===== src/rtl/fp_pkg.sv =====
// Shared defaults, bias helper and result-flag layout for the fp_mul_pipe multiplier.
// Rounding mode is selected by FP_MUL_ROUND_EN (defined: nearest-even, undefined: truncate).
package fp_pkg;

  localparam int unsigned FP_EXP_W = 8;
  localparam int unsigned FP_MAN_W = 18;

  localparam int unsigned FLAG_OVF  = 2;
  localparam int unsigned FLAG_UNF  = 1;
  localparam int unsigned FLAG_ZERO = 0;

  typedef struct packed {
    logic ovf;
    logic unf;
    logic zero;
  } fp_flags_t;

  function automatic int unsigned fp_bias(input int unsigned exp_w);
    return (1 << (exp_w - 1)) - 1;
  endfunction

endpackage


===== src/rtl/fp_mul_pipe_norm_round.sv =====
// Combinational S3 of fp_mul_pipe: normalise, round, range-check and pack one product.
// FP_MUL_ROUND_EN selects round-to-nearest-even; otherwise discarded bits are truncated.
module fp_norm_round
  import fp_pkg::*;
#(
  parameter int unsigned EXP_W = FP_EXP_W,
  parameter int unsigned MAN_W = FP_MAN_W,
  localparam int unsigned W    = 1 + EXP_W + MAN_W
) (
  input  logic                     sign,
  input  logic                     zero,
  input  logic signed [EXP_W+1:0]  exp_sum,
  input  logic [2*MAN_W+1:0]       prod,
  output logic [W-1:0]             res,
  output fp_flags_t                flags
);

  localparam int E_MAX_I = (1 << EXP_W) - 1;
  localparam logic signed [EXP_W+1:0] E_MAX = (EXP_W+2)'(E_MAX_I);

  logic                    msb;
  logic [MAN_W-1:0]        man;
  logic [MAN_W:0]          man_rnd;
  logic signed [EXP_W+1:0] e_norm;
  logic signed [EXP_W+1:0] e_fin;

  assign msb    = prod[2*MAN_W+1];
  assign man    = msb ? prod[2*MAN_W:MAN_W+1] : prod[2*MAN_W-1:MAN_W];
  assign e_norm = exp_sum + $signed({{(EXP_W+1){1'b0}}, msb});

`ifdef FP_MUL_ROUND_EN
  logic guard;
  logic sticky;
  logic round_up;

  assign guard    = msb ? prod[MAN_W] : prod[MAN_W-1];
  assign sticky   = msb ? |prod[MAN_W-1:0] : |prod[MAN_W-2:0];
  assign round_up = guard & (sticky | man[0]);
  assign man_rnd  = {1'b0, man} + {{MAN_W{1'b0}}, round_up};
`else
  logic discarded_unused;

  assign discarded_unused = ^prod[MAN_W-1:0];
  assign man_rnd          = {1'b0, man};
`endif

  // A rounding carry leaves the stored mantissa at zero, i.e. 1.0 at the next exponent.
  assign e_fin = e_norm + $signed({{(EXP_W+1){1'b0}}, man_rnd[MAN_W]});

  always_comb begin
    res   = '0;
    flags = '0;
    if (zero) begin
      res        = {sign, {(W-1){1'b0}}};
      flags.zero = 1'b1;
    end else if (e_fin > E_MAX) begin
      res       = {sign, {(W-1){1'b1}}};
      flags.ovf = 1'b1;
    end else if (e_fin[EXP_W+1] || (e_fin == E_MAX - E_MAX)) begin
      res        = {sign, {(W-1){1'b0}}};
      flags.unf  = 1'b1;
      flags.zero = 1'b1;
    end else begin
      res = {sign, e_fin[EXP_W-1:0], man_rnd[MAN_W-1:0]};
    end
  end

endmodule


===== src/rtl/fp_mul_pipe.sv =====
// Three-stage elastic floating-point multiplier (unpack / mantissa product / normalise-pack).
// Rounding is nearest-even when FP_MUL_ROUND_EN is defined, truncation otherwise.
module fp_mul_pipe
  import fp_pkg::*;
#(
  parameter int unsigned EXP_W = FP_EXP_W,
  parameter int unsigned MAN_W = FP_MAN_W,
  localparam int unsigned W    = 1 + EXP_W + MAN_W
) (
  input  logic         clk,
  input  logic         reset_n,
  input  logic         in_valid,
  output logic         in_ready,
  input  logic [W-1:0] num1,
  input  logic [W-1:0] num2,
  output logic         out_valid,
  input  logic         out_ready,
  output logic [W-1:0] res,
  output logic [2:0]   flags
);

  localparam logic signed [EXP_W+1:0] BIAS = (EXP_W+2)'(fp_bias(EXP_W));

  logic run;
  logic v1, v2, v3;
  logic en1, en2, en3;

  logic [EXP_W-1:0] ea, eb;

  logic                    s1_sign, s1_zero;
  logic signed [EXP_W+1:0] s1_exp;
  logic [MAN_W:0]          s1_ma, s1_mb;

  logic                    s2_sign, s2_zero;
  logic signed [EXP_W+1:0] s2_exp;
  logic [2*MAN_W+1:0]      s2_prod;

  logic [W-1:0] nr_res;
  fp_flags_t    nr_flags;
  logic [W-1:0] s3_res;
  fp_flags_t    s3_flags;

  // Each stage loads when empty or when its content moves on; ready ripples back from out_ready.
  assign en3       = !v3 || out_ready;
  assign en2       = !v2 || en3;
  assign en1       = !v1 || en2;
  assign in_ready  = run && en1;
  assign out_valid = v3;
  assign res       = s3_res;
  assign flags     = s3_flags;

  assign ea = num1[W-2:MAN_W];
  assign eb = num2[W-2:MAN_W];

  always_ff @(posedge clk or negedge reset_n) begin
    if (!reset_n) begin
      run     <= 1'b0;
      v1      <= 1'b0;
      s1_sign <= 1'b0;
      s1_zero <= 1'b0;
      s1_exp  <= '0;
      s1_ma   <= '0;
      s1_mb   <= '0;
    end else begin
      run <= 1'b1;
      if (en1) begin
        v1      <= in_valid && in_ready;
        s1_sign <= num1[W-1] ^ num2[W-1];
        s1_zero <= (ea == '0) || (eb == '0);
        s1_exp  <= $signed({2'b00, ea}) + $signed({2'b00, eb}) - BIAS;
        s1_ma   <= {1'b1, num1[MAN_W-1:0]};
        s1_mb   <= {1'b1, num2[MAN_W-1:0]};
      end
    end
  end

  always_ff @(posedge clk or negedge reset_n) begin
    if (!reset_n) begin
      v2      <= 1'b0;
      s2_sign <= 1'b0;
      s2_zero <= 1'b0;
      s2_exp  <= '0;
      s2_prod <= '0;
    end else if (en2) begin
      v2      <= v1;
      s2_sign <= s1_sign;
      s2_zero <= s1_zero;
      s2_exp  <= s1_exp;
      s2_prod <= s1_ma * s1_mb;
    end
  end

  fp_norm_round #(
    .EXP_W(EXP_W),
    .MAN_W(MAN_W)
  ) u_norm_round (
    .sign    (s2_sign),
    .zero    (s2_zero),
    .exp_sum (s2_exp),
    .prod    (s2_prod),
    .res     (nr_res),
    .flags   (nr_flags)
  );

  always_ff @(posedge clk or negedge reset_n) begin
    if (!reset_n) begin
      v3       <= 1'b0;
      s3_res   <= '0;
      s3_flags <= '0;
    end else if (en3) begin
      v3       <= v2;
      s3_res   <= nr_res;
      s3_flags <= nr_flags;
    end
  end

endmodule


===== config.mk =====
export PLATFORM = sky130hd
export DESIGN_NAME = fp_mul_pipe
export DESIGN_NICKNAME = d
export VERILOG_FILES = /design/src/rtl/fp_pkg.sv /design/src/rtl/fp_mul_pipe_norm_round.sv /design/src/rtl/fp_mul_pipe.sv
export SDC_FILE = /design/constraint.sdc
export NUM_CORES = 1
export LEC_CHECK = 0
export BUFFER_PORTS_ARGS = -buffer_cell sky130_fd_sc_hd__clkbuf_2
export CAP_MARGIN = 20
export CORE_UTILIZATION = 48
export DETAILED_ROUTE_END_ITERATION = 10
export GPL_TIMING_DRIVEN = 0
export HOLD_SLACK_MARGIN = 0.02
export PLACE_DENSITY_LB_ADDON = 0.08
export SETUP_SLACK_MARGIN = 0.3
export SYNTH_ARGS = -nofsm -noshare
export SYNTH_HDL_FRONTEND = slang
export SYNTH_SLANG_ARGS = --single-unit

===== constraint.sdc =====
create_clock -name clk -period 18.6 [get_ports clk]
set_clock_uncertainty 0.2 [all_clocks]
set_input_delay 1.86 -clock clk [delete_from_list [all_inputs] [get_ports clk]]
set_output_delay 1.86 -clock clk [all_outputs]
set_load 0.01 [all_outputs]

Word level (Yosys, flattened, before mapping):

Index checks and enable logic that the tools add are counted.

* mux-type cells: 9
* bitwise logic cells: 1
* reduce and logical (&&, ||, !) cells: 13
* multipliers: 1
* add/sub/neg operators: 3
* magnitude comparators: 1

Operators with widths (number)
* 26-bit 2-to-1 mux: 3
* 19-bit by 19-bit multiplier with 38-bit output: 1
* 18-bit 2-to-1 mux: 1
* 8-bit logical NOT: 2
* 10-bit by 2-bit adder with 10-bit output: 1
* 10-bit by 9-bit greater-than comparator with 1-bit output (second input constant): 1
* 10-bit logical NOT: 1
* 9-bit by 7-bit subtractor with 10-bit output (second input constant): 1
* 8-bit by 8-bit adder with 9-bit output: 1
* 2-bit 2-to-1 mux: 3
* 1-bit logical OR: 5
* 1-bit logical NOT: 3
* 1-bit logical AND: 2
* 1-bit 2-to-1 mux: 2
* 1-bit bitwise XOR: 1

* input bits: 58
* word-level logic and storage cells: 45
* register bits: 134

Longest topological paths before layout:

Gate-level depths: netlist of run 1.

* word-level depth: 6
* gate-level depth with buffers: 25
* depth with buffers taken out: 22

Modules after synthesis:

A second synthesis of run 1 with hierarchy kept.

* cell total of the unflattened synthesis: 2118
* area, all modules: 18383.9 um^2

By module, submodules not included
* fp_mul_pipe: seq. area each 3328.2 um^2, area each 17629.4 um^2, instances 1, cells an instance 2013
* fp_norm_round: seq. area each 0.0 um^2, area each 754.5 um^2, instances 1, cells an instance 105

Worst setup path before layout of run 1:

Ideal clock, no wire load.

* kind: register to register
* start point: register s1_mb[1]
* end point: register s2_prod[28]
* cell stages (with the launch flop): 23
* data arrival time: 5.817 ns
* clock period less this slack: 6.154 ns
* required time: 18.263 ns
* buffers on the path: 2
* slack: 12.446 ns
* cells stage by stage: dfrtp_1 clkbuf_1 clkbuf_1 and2_1 fa_1 fa_1 inv_1 fa_1 inv_1 fa_1 fa_1 inv_1 fa_1 inv_1 ha_1 and3_4 and2_1 a221oi_2 o31ai_4 a21bo_1 a221oi_2 xor2_1 a21oi_1

* longest elaborated chain between the ends: 1

Ends and longest elaborated chain
* from (decl): line fp_mul_pipe.sv:32 `logic [MAN_W:0] s1_ma, s1_mb;`
* from (signal assigned): line fp_mul_pipe.sv:72 `s1_mb <= {1'b1, num2[MAN_W-1:0]};`
* 19-bit by 19-bit multiplier with 38-bit output: line fp_mul_pipe.sv:89 `s2_prod <= s1_ma * s1_mb;`
* to (signal assigned): line fp_mul_pipe.sv:89
* to (decl): line fp_mul_pipe.sv:36 `logic [2*MAN_W+1:0] s2_prod;`

No other way between the ends.
A chain may end at the register's enable or synchronous reset.

Worst setup path after layout of run 1:

* start point: register s1_ma[18]
* end point: register s2_prod[33]

* longest elaborated chain between the ends: 1

Ends and longest elaborated chain
* from (decl): line fp_mul_pipe.sv:32
* from (signal assigned): line fp_mul_pipe.sv:71 `s1_ma <= {1'b1, num1[MAN_W-1:0]};`
* 19-bit by 19-bit multiplier with 38-bit output: line fp_mul_pipe.sv:89

No other way between the ends.

==> results.toml, run 1 <==
[yosys]
netlist-cell-type-count = 58
synth_top_cell_area_share_pct = 34.13
synth_nets = 2277
synth_cells = 1795
synth_top_area_cell = "fa_1"
ys_seq_area_share_pct = 17.03
ys.flop_type = "dfrtp_1"
synth-edff-count = 0
synth-async-reset-ratio_pct = 100.0
yosys_warnings = 0
synthesis.area_per_instance_um2 = 9.412
netlist_area_um2 = 16890
ys_ff_latch = 115
synth_area_leaders = "fa_1 34%, dfrtp_1 17%, ha_1 10%, inv_1 8.3%, and2_1 7.7%"

[layout]
multi_input_area_um2 = 12210
nets = 2386
final_area_um2 = 18530
fill_cells = 3281
regArea_um2 = 2878
diodes = 0
drive_above_1_share_pct = 10.43
syn_to_final_growth_pct = 9.665

[route]
wirelength_um = 45020
ant_nets = 0
drcViolationCount = 0
via_count = 12289
drt_iter0_drc = 627
first_pass_iters = 5
wire_per_inst_um = 18.98
viasPerCell = 5.181

[global_route]
grt_max_degree = 112
track_usage_pct = 26.49
grt_pass1_wl_um = 71590
grt_antenna_before_repair = 1
grt_pass1_vias = 13001
grt_overflow = 0

[critical_path]
arrival_ps = 7320
crit_type = "reg2reg"
critPathBufInv = 6
path_common_cell = "fa_1"
worst_path_largest_cell_delay_ps = 650
start_kind = "flip-flop"
worst_setup_path_end_kind = "flip-flop"
required_ps = 18680
cp_slowest_cell = "clkbuf_1"
crit_fanout = 10
crit_family = "adder cells"
cp_cell_sequence = "clkbuf_1, clkbuf_1, nand2_1, fa_1, fa_1, fa_1, inv_1, fa_1, fa_1, inv_1, fa_1, inv_1, ha_1, clkbuf_1, and4_1, and3_1, nand3_1, a311o_1, nand4b_1, a21oi_1, xor2_1, o21ai_1"

[die]
start_util_pct = 48.79
die_y_um = 189.6
io_pins = 90
dieWidth_um = 189.6
coreArea_um2 = 34630
num_rows = 68
die_area_um2 = 35950

[timing]
hold_violations = 0
hold_slack_ps = 273.7
worstMarginPinSlew_ps = 1006
rsz0062_at_grt = "no"
fin_crit_ps = 7231
slew_violations = 0
period_share_pct = 38.88
max_freq_mhz = 138.3
setup_tns_ps = 0
setup-violations-final = 0
maxSlewHeadroom_pct = 32.93

[clocking]
cts_sinks = 115
clk_latency_ps = 430
clk_path_buf_depth = 2
cts_tree = "done"
root_buffer = "clkbuf_16"
post_cts_buffers = 0
hold_buffers = 0
cts_inserted_buffers = 17
h-tree-depth = 4
cts_resized = 0
path_clk_slew_ps = 70

[place]
dpl_cell_area_um2 = 17950
port_buffers = 89
gp_congestion = 0.8697
dp_hpwl_um = 36540

[run]
max_cap_violations = 0

[outcome]
outcome = "finished, final reports clean"

[hold_path]
hold_path.class = "reg2reg"
## synthesized netlist by cell type, types with 3 or more instances
master,n
o21ai_0,19
a31oi_1,7
a221o_1,21
nor2_1,38
ha_1,136
a221oi_2,3
nand2_1,218
dfrtp_1,115
o21bai_1,7
fa_1,288
inv_1,375
xor2_1,14
a21oi_1,56
a21o_1,24
buf_1,9
nor4_1,6
xnor2_1,22
nand3_1,11
mux2_2,58
and4_1,4
o21ai_1,6
and3_1,7
nand4_1,6
nand2b_1,4
and2_1,209
clkbuf_1,88
## state kept, by name, indices dropped and copies added (netlist names), 3 cells and up
register,cells
flags,3
res,27
s1_exp,10
s1_ma,19
s1_mb,18
s2_exp,10
s2_prod,20
## cell families after synthesis
| group | Yosys count | synth area share, % |
|---|---|---|
| fa+ha+maj | 424 | 44.20 |
| flops | 115 | 17.03 |
| compound gates | 161 | 6.554 |
| simple gates | 523 | 15.76 |
| buf+inv | 477 | 10.70 |
| xor+xnor | 36 | 1.866 |
| mux | 58 | 3.866 |
| other cells | 1 | 0.02220 |
## worst register-to-register path: cells and delay by family, from the launching register on
kind | cells | cell delay [ps]
AOI/OAI and AO/OA | 3 | 510
xor gates and xnor gates | 1 | 190
adders and majority gates | 7 | 3290
buffers and inverters | 6 | 1580
DFF | 1 | 380
and+or+nand+nor | 5 | 950
## worst paths after layout
path	from	to	slack [ps]	depth (start not counted)
worst max-delay path	s1_ma[18]	s2_prod[33]	11370	22
worst min-delay path	s1_exp[6]	s2_exp[6]	270	2
worst max register to register	s1_ma[18]	s2_prod[33]	11370	22
worst min register to register	s1_exp[6]	s2_exp[6]	270	2
max in group asynchronous	reset_n	s2_prod[20]	16420	2
min in group asynchronous	reset_n	s1_exp[5]	1040	1
## stage by stage
step	instances	setup slack, ps	utilization (%)
global placement	2339	11430	51.72
detailed placement	2340	11410	51.82
finish	2372	11370	53.50
global route	2372	10950	53.50
floorplan	1795	12450	-
CTS	2372	11360	53.50
## layout by cell type (no fill, tap or decap), types with 56 or more instances in the layout
| master | count |
|---|---|
| ha_1 | 136 |
| nand2_1 | 218 |
| mux2_2 | 58 |
| and2_1 | 209 |
| fa_1 | 288 |
| clkbuf_2 | 88 |
| clkbuf_1 | 88 |
| inv_1 | 375 |
| a21oi_1 | 56 |
| dfrtp_1 | 115 |
## routing by layer
metal / vias up / wire length (um) / GRT usage, % / share of wire (%)
met2: 254 / 23020 / 46.66 / 51
met1: 6315 / 19280 / 34.41 / 43
li1: 5664 / - / - / -
met5: - / 0 / 0 / 0
met3: 56 / 1704 / 3.062 / 3.8
met4: 0 / 1022 / 7.258 / 2.3
## layout make-up
cell class / count / area share [%]
Buffer: 101 / 2.141
Clock buffer: 17 / 2.296
Clock inverter: 15 / 0.8441
Inverter: 376 / 7.617
Multi-Input combinational cell: 1203 / 65.90
Sequential cell: 115 / 15.53
Tap cell: 455 / 3.073
Timing Repair Buffer: 90 / 2.600
Power of run 1 is left out: the tool's default activity adds up to more than one toggle a clock period on the data nets, which glitch-free logic cannot reach.
==> run 2: changes to the inputs <==
Settings changed: ABC_AREA set to 1.
Clock period 18.6 ns to 7.44 ns, I/O delays scaled along.
==> run 2 against run 1 <==
  * Sequential share of layout area is 0.71 points lower
  * Final cell count increased by 24%
  * Utilization down 0.34 points
  * Register-to-register slack worse by 11000 ps
  * Hold slack got worse by 1.5 ps
  * Wire length rose by 15%
  * Highest routed layer unchanged
  * Via count increased by 22%
  * Global-route usage increased by 2.9 points
==> results.toml, run 2 <==
[yosys]
synth-edff-count = 0
synth_top_cell_area_share_pct = 32.41
netlist_area_um2 = 17790
ys_seq_area_share_pct = 16.18
yosys_warnings = 0
synth-async-reset-ratio_pct = 100.0
synth_area_leaders = "fa_1 32%, dfrtp_1 16%, nand2_1 16%, inv_1 14%, ha_1 9.6%"
synth_nets = 2843
synth_common_cells = "741 x nand2_1, 643 x inv_1, 288 x fa_1"
synth_cells = 2361
ys.flop_type = "dfrtp_1"
netlist-cell-type-count = 42
synthesis.area_per_instance_um2 = 7.534
ys_ff_latch = 115
synth_top_area_cell = "fa_1"
synth.most_common_cell = "nand2_1"

[layout]
largest_reg_flops = 27
most-common-layout-cells = "741 x nand2_1, 643 x inv_1, 288 x fa_1"
drive_above_1_share_pct = 6.119
diodes = 0
mostFrequentLayoutCell = "nand2_1"
final_area_um2 = 19420
nets = 2953
fill_cells = 3522
syn_to_final_growth_pct = 9.159

[route]
wire_per_inst_um = 17.55
drcViolationCount = 0
ant_nets = 0
first_pass_iters = 6
via_count = 14942
wirelength_um = 51800
drt_iter0_drc = 903
viasPerCell = 5.062

[run]
max_cap_violations = 0

[timing]
rsz0062_at_grt = "no"
hold_violations = 0
period_share_pct = 91.06
max_freq_mhz = 147.6
slew_violations = 0
maxSlewHeadroom_pct = 30.65
fin_crit_ps = 6775
setup-violations-final = 0
worstMarginPinSlew_ps = 1040
hold_slack_ps = 272.2
setup_tns_ps = 0

[clocking]
h-tree-depth = 4
cts_inserted_buffers = 17
cts_sinks = 115
post_cts_buffers = 0
root_buffer = "clkbuf_16"
cts_tree = "done"
path_clk_slew_ps = 60
clk_latency_ps = 450
clk_path_buf_depth = 2

[die]
dieWidth_um = 194.5
die_y_um = 194.5
io_pins = 90
num_rows = 70
die_area_um2 = 37830
start_util_pct = 48.70
coreArea_um2 = 36520

[critical_path]
required_ps = 7560
arrival_ps = 6890
worst_setup_path_end_kind = "flip-flop"
crit_type = "reg2reg"
crit_fanout = 10
start_kind = "flip-flop"

[hold_path]
hold_path.class = "reg2reg"

[place]
gp_congestion = 0.9186
dpl_cell_area_um2 = 18850
port_buffers = 89
dp_hpwl_um = 42080

[global_route]
grt_antenna_before_repair = 0
track_usage_pct = 29.43
grt_max_degree = 81
grt_pass1_vias = 15470
grt_pass1_wl_um = 84300
grt_overflow = 0

[outcome]
outcome = "finished, final reports clean"
==> run 2: area by class of cell <==
class,count,area [um2],share of cell area (%)
Timing Repair Buffer,91,491.7,2.533
Buffer,106,430.4,2.217
Clock buffer,20,456.7,2.352
Inverter,647,2429,12.51
Sequential cell,115,2878,14.82
Multi-Input combinational cell,1493,12050,62.07
Clock inverter,12,93.84,0.4833
Tap cell,468,585.6,3.016
==> run 2: worst max-delay path, cell delays in order (launching register included) <==
cell	delay (ps)
dfrtp_1	370
clkbuf_1	520
buf_1	550
nand2_1	140
inv_1	100
fa_1	440
fa_1	460
fa_1	530
fa_1	450
fa_1	490
inv_1	50
fa_1	520
inv_1	50
ha_1	360
a21oi_1	220
a21boi_0	420
o21ai_0	250
nand3b_1	220
xnor2_1	200
o21ai_0	100
==> run 2: per-stage QoR <==
| stage | std cells | util, % | setup slack (ps) |
|---|---|---|---|
| 2_1_floorplan | 2361 | - | 1709 |
| 3_3_place_gp | 2918 | 51.52 | 506.9 |
| 3_5_place_dp | 2919 | 51.62 | 525.3 |
| 4_1_cts | 2952 | 53.16 | 519.7 |
| 5_1_grt | 2952 | 53.16 | 380.1 |
| 6_report | 2952 | 53.16 | 665.3 |
==> run 2: path summary, 6_finish.rpt <==
check	startpoint	to	slack, ps	depth (start not counted)
hold / removal	run	v1	270	2
max in group asynchronous	reset_n	s1_mb[11]	5700	3
min in group asynchronous	reset_n	flags[2]	580	2
setup / recovery	s1_ma[18]	s2_prod[25]	670	19
setup reg to reg	s1_ma[18]	s2_prod[25]	670	19
hold reg to reg	run	v1	270	2
==> run 2: kinds of logic (layout without fill, tap and decap cells) <==
kind of cell / Yosys count / in the layout / synth area share (%)
AOI/OAI and AO/OA: 128 / 128 / 4.059
xor gates and xnor gates: 15 / 15 / 0.7808
adders and majority gates: 424 / 424 / 41.98
buffers and inverters: 753 / 876 / 16.07
DFF: 115 / 115 / 16.18
other: 1 / 1 / 0.02108
and+or+nand+nor: 925 / 925 / 20.91
==> run 2: repair_timing <==
item | 4_1_cts | 5_1_grt
hold endpoints to repair | 28 | 0
endpoints found under the setup margin | 0 | 7
hold buffers | 1 | 0
gates resized for setup | 0 | 1
==> run 2: routing by layer <==
layer	routed length [um]	GRT usage (%)	up-vias	share of wire (%)
met1	23050	40.73	7359	44
met3	3324	4.564	75	6.4
met5	0	0	-	0
met2	23800	47.07	474	46
met4	1624	10.17	0	3.1
li1	-	-	7034	-
Power of run 2 is left out for the same reason.
==> run 3: changes to the inputs <==
Settings changed: ABC_AREA 1 to not set.
==> run 3 against run 2 <==
  * Die area decreased by 5.0%
  * Critical path depth increased by 3
  * Largest cell class unchanged
  * Highest routed layer unchanged
  * Final cell count fell by 20%
==> results.toml, run 3 (synthesized netlist as in run 1, its figures left out) <==
[critical_path]
worst_setup_path_end_kind = "flip-flop"
required_ps = 7510
r2r_cells = 22
reg2reg_from = "s1_mb[12]"
arrival_ps = 6970
r2r_slack_ps = 540
crit_type = "reg2reg"
crit_fanout = 10
r2r-end = "s2_prod[37]"
start_kind = "flip-flop"

[timing]
hold_violations = 0
setup-violations-final = 0
period_share_pct = 92.73
fin_crit_ps = 6899
worstMarginPinSlew_ps = 878.0
setup_tns_ps = 0
rsz0062_at_grt = "no"
max_freq_mhz = 144.9
slew_violations = 0
maxSlewHeadroom_pct = 41.47

[layout]
drive_above_1_share_pct = 11.52
largest_reg_flops = 27
diodes = 0
nets = 2387
syn_to_final_growth_pct = 9.880
fill_cells = 3274
most-common-layout-cells = "375 x inv_1, 288 x fa_1, 218 x nand2_1"
mostFrequentLayoutCell = "inv_1"

[clocking]
path_clk_slew_ps = 70
cts_inserted_buffers = 17
h-tree-depth = 4
clk_path_buf_depth = 2
root_buffer = "clkbuf_16"
clk_latency_ps = 430
cts_sinks = 115
cts_tree = "done"

[route]
wire_per_inst_um = 18.97
ant_nets = 0
first_pass_iters = 5
via_count = 12286
drt_iter0_drc = 654
viasPerCell = 5.177
drcViolationCount = 0
wirelength_um = 45010

[global_route]
grt_pass1_vias = 13001
grt_pass1_wl_um = 71590
grt_overflow = 0
grt_antenna_before_repair = 1
track_usage_pct = 26.49
grt_max_degree = 112

[hold_path]
hold_end = "s2_exp[4]"
min-delay-start = "s1_exp[4]"
hold_path.class = "reg2reg"
hold_depth = 2

[die]
num_rows = 68
die_area_um2 = 35950
io_pins = 90
coreArea_um2 = 34630
dieWidth_um = 189.6
start_util_pct = 48.79
die_y_um = 189.6

[outcome]
outcome = "finished, final reports clean"

[place]
dp_hpwl_um = 36540
gp_congestion = 0.8697
port_buffers = 89

[run]
max_cap_violations = 0
## run 3: changes by cell type in the layout (fill, tap and decap cells not counted), sizes merged, moves of 15 or more
cell | previous run | this run
nand2 | 741 | 220
inv | 653 | 387
and2 | 0 | 209
mux2 | 0 | 58
nand3 | 62 | 11
o21ai | 59 | 25
nor2 | 65 | 40
nand4 | 30 | 6
a221o | 0 | 21
a21oi | 38 | 56
a21o | 8 | 24
xnor2 | 7 | 22
## run 3: worst max-delay path, stage by stage, from the launching register on
cell and delay, ps:
dfrtp_1 340, clkbuf_1 560, nand2_1 140, fa_1 510
inv_1 50, fa_1 500, inv_1 60, fa_1 530
inv_1 50, fa_1 460, fa_1 490, inv_1 60
fa_1 480, inv_1 60, ha_1 330, and3_4 240
and2_1 170, a221oi_2 380, o31ai_4 210, a221oi_2 450
o31ai_2 150, xnor2_1 210, a21oi_1 100
## run 3: what timing repair did
item,in CTS,in global routing
setup endpoints to repair,8,12
gates resized for setup,2,42
setup buffers,0,0
endpoints found under the hold margin,4,0
hold buffers,1,0
## run 3: stage by stage
step	utilization [%]	cells	setup WS, ps	cell area (um2)	hold slack, ps
after global placement	51.72	2339	267.9	17910	253.0
after floorplan	-	1795	1286	16900	234.6
final	53.61	2373	540.9	18560	273.5
after CTS	53.54	2373	289.0	18540	275.9
after global routing	53.61	2373	293.2	18560	295.3
after detailed placement	51.82	2340	248.4	17950	261.7
## run 3: worst max-delay path by stage
stage | from | end | cells after the start
after global routing | s1_mb[1] | s2_prod[37] | 22
after global placement | s1_ma[18] | s2_prod[33] | 22
after floorplan | s1_mb[1] | s2_prod[28] | 22
after CTS | s1_mb[1] | s2_prod[37] | 22
after detailed placement | s1_ma[1] | s2_prod[37] | 23
final | s1_mb[12] | s2_prod[37] | 22
## run 3: layout make-up
type	instances	area, um2	area share [%]
Buffer	101	422.9	2.278
Clock buffer	17	425.4	2.292
Clock inverter	15	156.4	0.8425
Inverter	376	1411	7.603
Multi-Input combinational cell	1203	12210	65.77
Sequential cell	115	2878	15.50
Tap cell	455	569.3	3.067
Timing Repair Buffer	91	491.7	2.649
## run 3: metal layers
layer / up-vias / wire [um] / GRT usage (%)
li1: 5670 / - / -
met1: 6344 / 19400 / 34.41
met2: 222 / 22980 / 46.66
met3: 50 / 1624 / 3.062
met4: 0 / 1005 / 7.258
met5: - / 0 / 0
Power of run 3 is left out for the same reason.
